--- src/rtl/jk_sequence_driver.sv ---
// jk_sequence_driver
// Feeds a bank of WIDTH JK flops from a DEPTH-entry command FIFO of target
// words. Each popped target becomes a registered per-bit J/K excitation,
// computed against a shadow copy of the expected flop state. The flop
// outputs are read back two edges after the pop and compared with the
// target. A mismatch sets a sticky flag and bumps a saturating 8-bit
// error counter.
// Build option: define JK_TOGGLE_EN to drive every changing bit with
// J=K=1 (toggle) instead of the set/reset excitation.
module jk_sequence_driver #(
    parameter int WIDTH = 4,
    parameter int DEPTH = 4
) (
    input  logic                     i_clock,
    input  logic                     i_reset,
    input  logic                     i_run,
    input  logic                     i_cmd_valid,
    input  logic [WIDTH-1:0]         i_cmd_target,
    output logic                     o_cmd_ready,
    input  logic [WIDTH-1:0]         i_q_fb,
    output logic [WIDTH-1:0]         o_j,
    output logic [WIDTH-1:0]         o_k,
    output logic [WIDTH-1:0]         o_exp_state,
    output logic [$clog2(DEPTH):0]   o_fifo_count,
    output logic                     o_mismatch,
    output logic [7:0]               o_err_count
);

    localparam int AW = $clog2(DEPTH);

    logic [WIDTH-1:0] r_mem [DEPTH];
    logic [AW-1:0]    r_wr_ptr;
    logic [AW-1:0]    r_rd_ptr;
    logic [AW:0]      r_count;

    logic [WIDTH-1:0] r_j;
    logic [WIDTH-1:0] r_k;
    logic [WIDTH-1:0] r_exp_state;

    logic             r_p1_v;
    logic [WIDTH-1:0] r_p1_t;
    logic             r_chk_v;
    logic [WIDTH-1:0] r_chk_t;
    logic             r_mismatch;
    logic [7:0]       r_err_count;

    logic             w_full;
    logic             w_push;
    logic             w_pop;
    logic [WIDTH-1:0] w_head;
    logic [WIDTH-1:0] w_j_next;
    logic [WIDTH-1:0] w_k_next;

    assign w_full = (r_count == (AW+1)'(DEPTH));
    assign w_push = i_cmd_valid && !w_full;
    // Pop decision uses the registered count, so an empty FIFO never bypasses.
    assign w_pop  = i_run && (r_count != '0);
    assign w_head = r_mem[r_rd_ptr];

    assign o_cmd_ready  = !w_full;
    assign o_fifo_count = r_count;
    assign o_j          = r_j;
    assign o_k          = r_k;
    assign o_exp_state  = r_exp_state;
    assign o_mismatch   = r_mismatch;
    assign o_err_count  = r_err_count;

    // Per-bit excitation from the shadow state toward the head target.
    always_comb begin
        w_j_next = '0;
        w_k_next = '0;
`ifdef JK_TOGGLE_EN
        w_j_next = r_exp_state ^ w_head;
        w_k_next = r_exp_state ^ w_head;
`else
        w_j_next = ~r_exp_state & w_head;
        w_k_next = r_exp_state & ~w_head;
`endif
    end

    // FIFO storage write; contents need no reset since the count gates reads.
    always_ff @(posedge i_clock) begin
        if (w_push) begin
            r_mem[r_wr_ptr] <= i_cmd_target;
        end
    end

    // FIFO pointers and occupancy; pointers wrap naturally as DEPTH is 2**AW.
    always_ff @(posedge i_clock) begin
        if (i_reset) begin
            r_wr_ptr <= '0;
            r_rd_ptr <= '0;
            r_count  <= '0;
        end else begin
            if (w_push) begin
                r_wr_ptr <= r_wr_ptr + AW'(1);
            end
            if (w_pop) begin
                r_rd_ptr <= r_rd_ptr + AW'(1);
            end
            case ({w_push, w_pop})
                2'b10:   r_count <= r_count + (AW+1)'(1);
                2'b01:   r_count <= r_count - (AW+1)'(1);
                default: r_count <= r_count;
            endcase
        end
    end

    // J/K drive and shadow state; any edge without a pop drives hold.
    always_ff @(posedge i_clock) begin
        if (i_reset) begin
            r_j         <= '0;
            r_k         <= '0;
            r_exp_state <= '0;
        end else if (w_pop) begin
            r_j         <= w_j_next;
            r_k         <= w_k_next;
            r_exp_state <= w_head;
        end else begin
            r_j <= '0;
            r_k <= '0;
        end
    end

    // Readback check: target travels two stages so the compare lines up
    // with q_fb after the bank has sampled the drive.
    always_ff @(posedge i_clock) begin
        if (i_reset) begin
            r_p1_v      <= 1'b0;
            r_p1_t      <= '0;
            r_chk_v     <= 1'b0;
            r_chk_t     <= '0;
            r_mismatch  <= 1'b0;
            r_err_count <= '0;
        end else begin
            r_p1_v  <= w_pop;
            r_p1_t  <= w_head;
            r_chk_v <= r_p1_v;
            r_chk_t <= r_p1_t;
            if (r_chk_v && (i_q_fb != r_chk_t)) begin
                r_mismatch <= 1'b1;
                if (r_err_count != 8'hFF) begin
                    r_err_count <= r_err_count + 8'd1;
                end
            end
        end
    end

endmodule

--- config.mk ---
export PLATFORM = sky130hd
export DESIGN_NAME = jk_sequence_driver
export DESIGN_NICKNAME = d
export VERILOG_FILES = /design/src/rtl/jk_sequence_driver.sv
export SDC_FILE = /design/constraint.sdc
export NUM_CORES = 1
export LEC_CHECK = 0
export ABC_AREA = 1
export CAP_MARGIN = 20
export CORE_ASPECT_RATIO = 1.25
export CORE_UTILIZATION = 55
export CTS_BUF_LIST = sky130_fd_sc_hd__clkbuf_4 sky130_fd_sc_hd__clkbuf_8
export DETAILED_ROUTE_END_ITERATION = 16
export PLACE_DENSITY = 0.83
export SETUP_SLACK_MARGIN = 0.05
export SYNTH_ARGS = -nofsm -noshare
export SYNTH_HDL_FRONTEND = slang
export SYNTH_SLANG_ARGS = --single-unit
--- constraint.sdc ---
create_clock -name i_clock -period 3 [get_ports i_clock]
set_input_delay 0.75 -clock i_clock [delete_from_list [all_inputs] [get_ports i_clock]]
set_output_delay 0.75 -clock i_clock [all_outputs]
set_load 0.02 [all_outputs]
Word-level counts from Yosys, hierarchy flattened
Memory sizes are Yosys's and may differ from the RTL's. A register that Yosys moved wholly into a read port is not among the register bits.
Index checks and enable logic that the tools add are counted.
{"block": "totals", "ramBits": 16, "word_cells": 41, "reg_bits": 38, "n_memories": 1}
{"block": "op_classes", "reduce_logical": 8, "bitwise_logic": 5, "n_addsub": 5, "eq_ne": 5, "n_mux": 5}
{"name": "r_mem", "words": 4, "width": 4, "rd": 1, "rd_clocked_by_memory_dff": 1, "write_ports": 1, "line_no": "31", "text": "logic [WIDTH-1:0] r_mem [DEPTH];"}
{"cell": "8-bit by 1-bit adder with 8-bit output, second input constant", "count": 1}
{"cell": "4-bit bitwise AND", "count": 2}
{"cell": "8-bit inequality test, second input constant", "count": 1}
{"cell": "4-bit NOT", "count": 2}
{"cell": "3-bit one-hot mux with 2 select lines", "count": 1}
{"cell": "2-bit by 1-bit adder with 2-bit output, second input constant", "count": 2}
{"cell": "2-bit 2-to-1 mux", "count": 2}
{"cell": "4-bit inequality test", "count": 1}
{"cell": "3-bit by 1-bit adder with 3-bit output, second input constant", "count": 1}
{"cell": "3-bit == test, second input constant", "count": 1}
{"cell": "1-bit logical AND", "count": 3}
{"cell": "3-bit nonzero test", "count": 1}
{"cell": "3-bit by 1-bit subtractor with 3-bit output, second input constant", "count": 1}
{"cell": "2-bit by 1-bit == test with 1-bit output, second input constant", "count": 1}
{"cell": "2-bit == test, second input constant", "count": 1}
{"cell": "1-bit 2-to-1 mux", "count": 2}
{"cell": "2-bit AND reduction", "count": 1}
{"cell": "2-bit nonzero test", "count": 1}
{"cell": "2-bit OR reduction", "count": 1}
{"cell": "1-bit zero test", "count": 1}
{"cell": "1-bit NOT", "count": 1}

Logic depth before layout (Yosys ltp)
{"block": "logic_depth", "ltp_word": 5, "depth_mapped": 10}

Worst setup path after synthesis
No wires, ideal clock.
{"block": "synth_path", "path_type": "input -> register", "startpoint": "input i_run", "endpoint": "register r_count[2] (netlist: o_fifo_count[2])", "setup_ns": 0.122, "path_stages": 9, "n_path_buf": 0, "t_arrival_ns": 1.986, "path_slack_ns": 0.892, "cell_sequence": "inv_1 > a31oi_4 > ha_1 > inv_1 > fa_1 > a21oi_1 > o21ai_0 > o21ai_0 > a21oi_1"}
{"block": "synth_between", "elab_chain_cells": 3}
{"element": "from (decl)", "line_no": "16", "text": "input logic i_run,"}
{"element": "1-bit logical AND (*)", "line_no": "57", "text": "assign w_pop = i_run && (r_count != '0);"}
{"element": "net w_pop", "line_no": "49", "text": "logic w_pop;"}
{"element": "2-bit by 1-bit == test with 1-bit output or 2-bit == test (tied branches)", "line_no": "101", "text": "case ({w_push, w_pop})"}
{"element": "3-bit one-hot mux with 2 select lines or 2-bit nonzero test (tied branches)"}
{"element": "to (signal assigned)", "line_no": "102", "text": "2'b10: r_count <= r_count + (AW+1)'(1);"}
{"element": "to (signal assigned)", "line_no": "103", "text": "2'b01: r_count <= r_count - (AW+1)'(1);"}
{"element": "to (signal assigned)", "line_no": "104", "text": "default: r_count <= r_count;"}
{"element": "to (decl)", "line_no": "34", "text": "logic [AW:0] r_count;"}
The timed path passes the listed nets; every way through them passes the cells marked *.
A chain may end at the register's enable or synchronous reset.

Final worst setup path
Ends and elaborated chain as after synthesis.

==> results.ini <==
[timing]
final_max_slew_viol_count=0
period_minus_slack_ps=2370
fin_skew_ps=10.9
hold_violations=0
fmax_mhz=422
rsz0062_at_grt=no
setup_viol=0
min_period_over_period_pct=79.0
maxSlewHeadroom_pct=74.8
whs_ps=409
worst_pin_slew_ps=377
finalSetupTns_ps=0

[placed_design]
dp.cells=359
port-buffer-count=36
dpl.hpwl_um=2780
gp_congestion=0.860

[clock_tree]
cts_setup_buffers=0
cts.htree.levels=2
max-clock-path-buffers=2
cts.sink_count=56
tritoncts=done
clk_pin_slew_ps=100
worstSkewPairLatency_ps=310
clk_root_buffer_cell=clkbuf_8
ctsResizeCount=0
cts-buffers-inserted=5
cts_hold_buf=0

[route]
wirelength_um=3860
drc=0
vias=1705
wl_per_cell_um=10.5
drt_iter0_drc=72
drt_pre_antenna_iters=4
antenna_left=0
via_per_inst=4.65

[final_layout]
multi_input_area_um2=833
layout-drive-gt1-share_pct=9.32
stdcell_count=367
area_delta_synth_final_pct=21.6
antennaDiodeCount=0
num-nets-final=329
nFillCells=315
seqCellArea_mm2=0.00128
utilization_pct=69.5

[synthesis]
syn_area_mm2=0.00232
synth-simple-area-share_pct=25.0
avgSynthCellArea_um2=8.58
synth_seq_cells=56
synth_top_flop_cell=dfxtp_1
synth_mux_area_share_pct=0
synthCells=271
synth_compound_area_share_pct=6.73
synth.most_common_cell=nand2_1
synth_enable_flop_cells=16
yosysWarningCount=0
synth_fp_nets=290
synth_cell_types=22
yosys-top-cells-area=dfxtp_1 (34%), edfxtp_1 (21%), nand2_1 (9.5%), inv_1 (6.5%), nor2_1 (5.8%)
synthArstFlopShare_pct=0
netlist.area_leader.share_pct=34.4
yosysSeqAreaShare_pct=55.1
synth_commonest_cells=nand2_1 (59), dfxtp_1 (40), inv_1 (40)
synth_xor_area_share_pct=0
synth_top_family_by_area=simple AND/OR/NAND/NOR gates
synth_adder_area_share_pct=4.09
yosysTopAreaCell=dfxtp_1

[floorplan]
die_area_mm2=0.00449
row_count=26
start_util_pct=57.2
dieHeight_um=74.7
io_pins=37
die_w_um=60.2
core_area_mm2=0.00407

[global_routing]
overflow=0
grt_pass1_wl_um=6190
grt_use_total_pct=18.9
grt_max_degree=19
antenna_found_initial=0
grt_pass1_vias=1479

[worst_setup_path]
arrival_ps=2570
crit_type=input pin to flop
setup.worst_path.end_class=flop
cp-start-kind=input pin
crit_required_ps=3200
critPathMaxFanout=6

[pwr]
p_per_area_mw_per_mm2=664
leakagePower_nw=1.14
ir_drop_mv=0.480

[flow_run]
drv_cap=0

[status]
status=finished clean

[hold_path]
min_path_type=flop to flop

[cell usage in the layout, fill, tap and decap left out, drive strengths merged, types with 6 or more instances in the layout]
master / count
nand2: 61
inv: 50
dfxtp: 40
nor2: 38
clkdlybuf4s50: 36
edfxtp: 16
nand3: 16
a21oi: 15
o21ai: 12
nand4: 7
ha: 6
[flip-flops by register name (all words and copies together), names as in the netlist, named ones only]
register      flops
o_err_count       8
r_chk_v           1
o_k               4
o_exp_state       4
r_chk_t           4
o_fifo_count      3
o_mismatch        1
r_mem            16
r_wr_ptr          2
o_j               4
r_p1_v            1
r_rd_ptr          2
r_p1_t            4
[critical path, cell delays in order]
cell and delay, ps:
clkdlybuf4s50_1 450, inv_1 60, a31oi_4 230, ha_1 190, inv_1 70, fa_1 370
a21oi_1 140, o21ai_0 100, o21ai_0 160, a21oi_1 50
[worst paths after layout]
kind,from,to,slack (ps),depth (start not counted)
max,i_run,o_fifo_count[2],630,10
min,r_p1_t[3],r_chk_t[3],410,2
max reg2reg,o_fifo_count[1],o_fifo_count[2],1010,10
min reg2reg,r_p1_t[3],r_chk_t[3],410,2
[cells by family after synthesis]
kind of cell             Yosys count
AND/OR/NAND/NOR                  126
flip-flops                        56
buffers and inverters             54
AO/OA/AOI/OAI                     28
adder cells (fa/ha/maj)            7
[metal layers]
metal | global-route usage (%) | vias to the layer above | wire, um
met2 | 33.0 | 28 | 1990
met5 | 0 | - | 0
met3 | 7.22 | 6 | 140
met1 | 20.5 | 747 | 1670
met4 | 7.24 | 0 | 65
li1 | - | 924 | -
[stage by stage]
stage / cell area, um^2 / total power, mW / worst slack (ps)
floorplan: 2320 / 1.31 / 892
global placement: 2740 / 1.47 / 358
detailed placement: 2740 / 1.48 / 334
CTS: 2830 / 1.89 / 634
global route: 2830 / 2.00 / 455
finish: 2830 / 1.88 / 630
[report_power, final]
part           internal (mW)  total [mW]  switching [mW]
combinational          0.196       0.511           0.315
clock                  0.166       0.410           0.244
sequential             0.888       0.956          0.0677
total                   1.25        1.88           0.627
[layout make-up]
cell class | instances | area share (%)
tap | 56 | 2.48
clock inverter | 3 | 0.753
inverter | 49 | 6.51
sequential | 56 | 45.3
multi-input combinational | 161 | 29.5
clock buffer | 5 | 2.43
timing repair buffer | 37 | 13.0
Power figures use the tool's default switching activity.
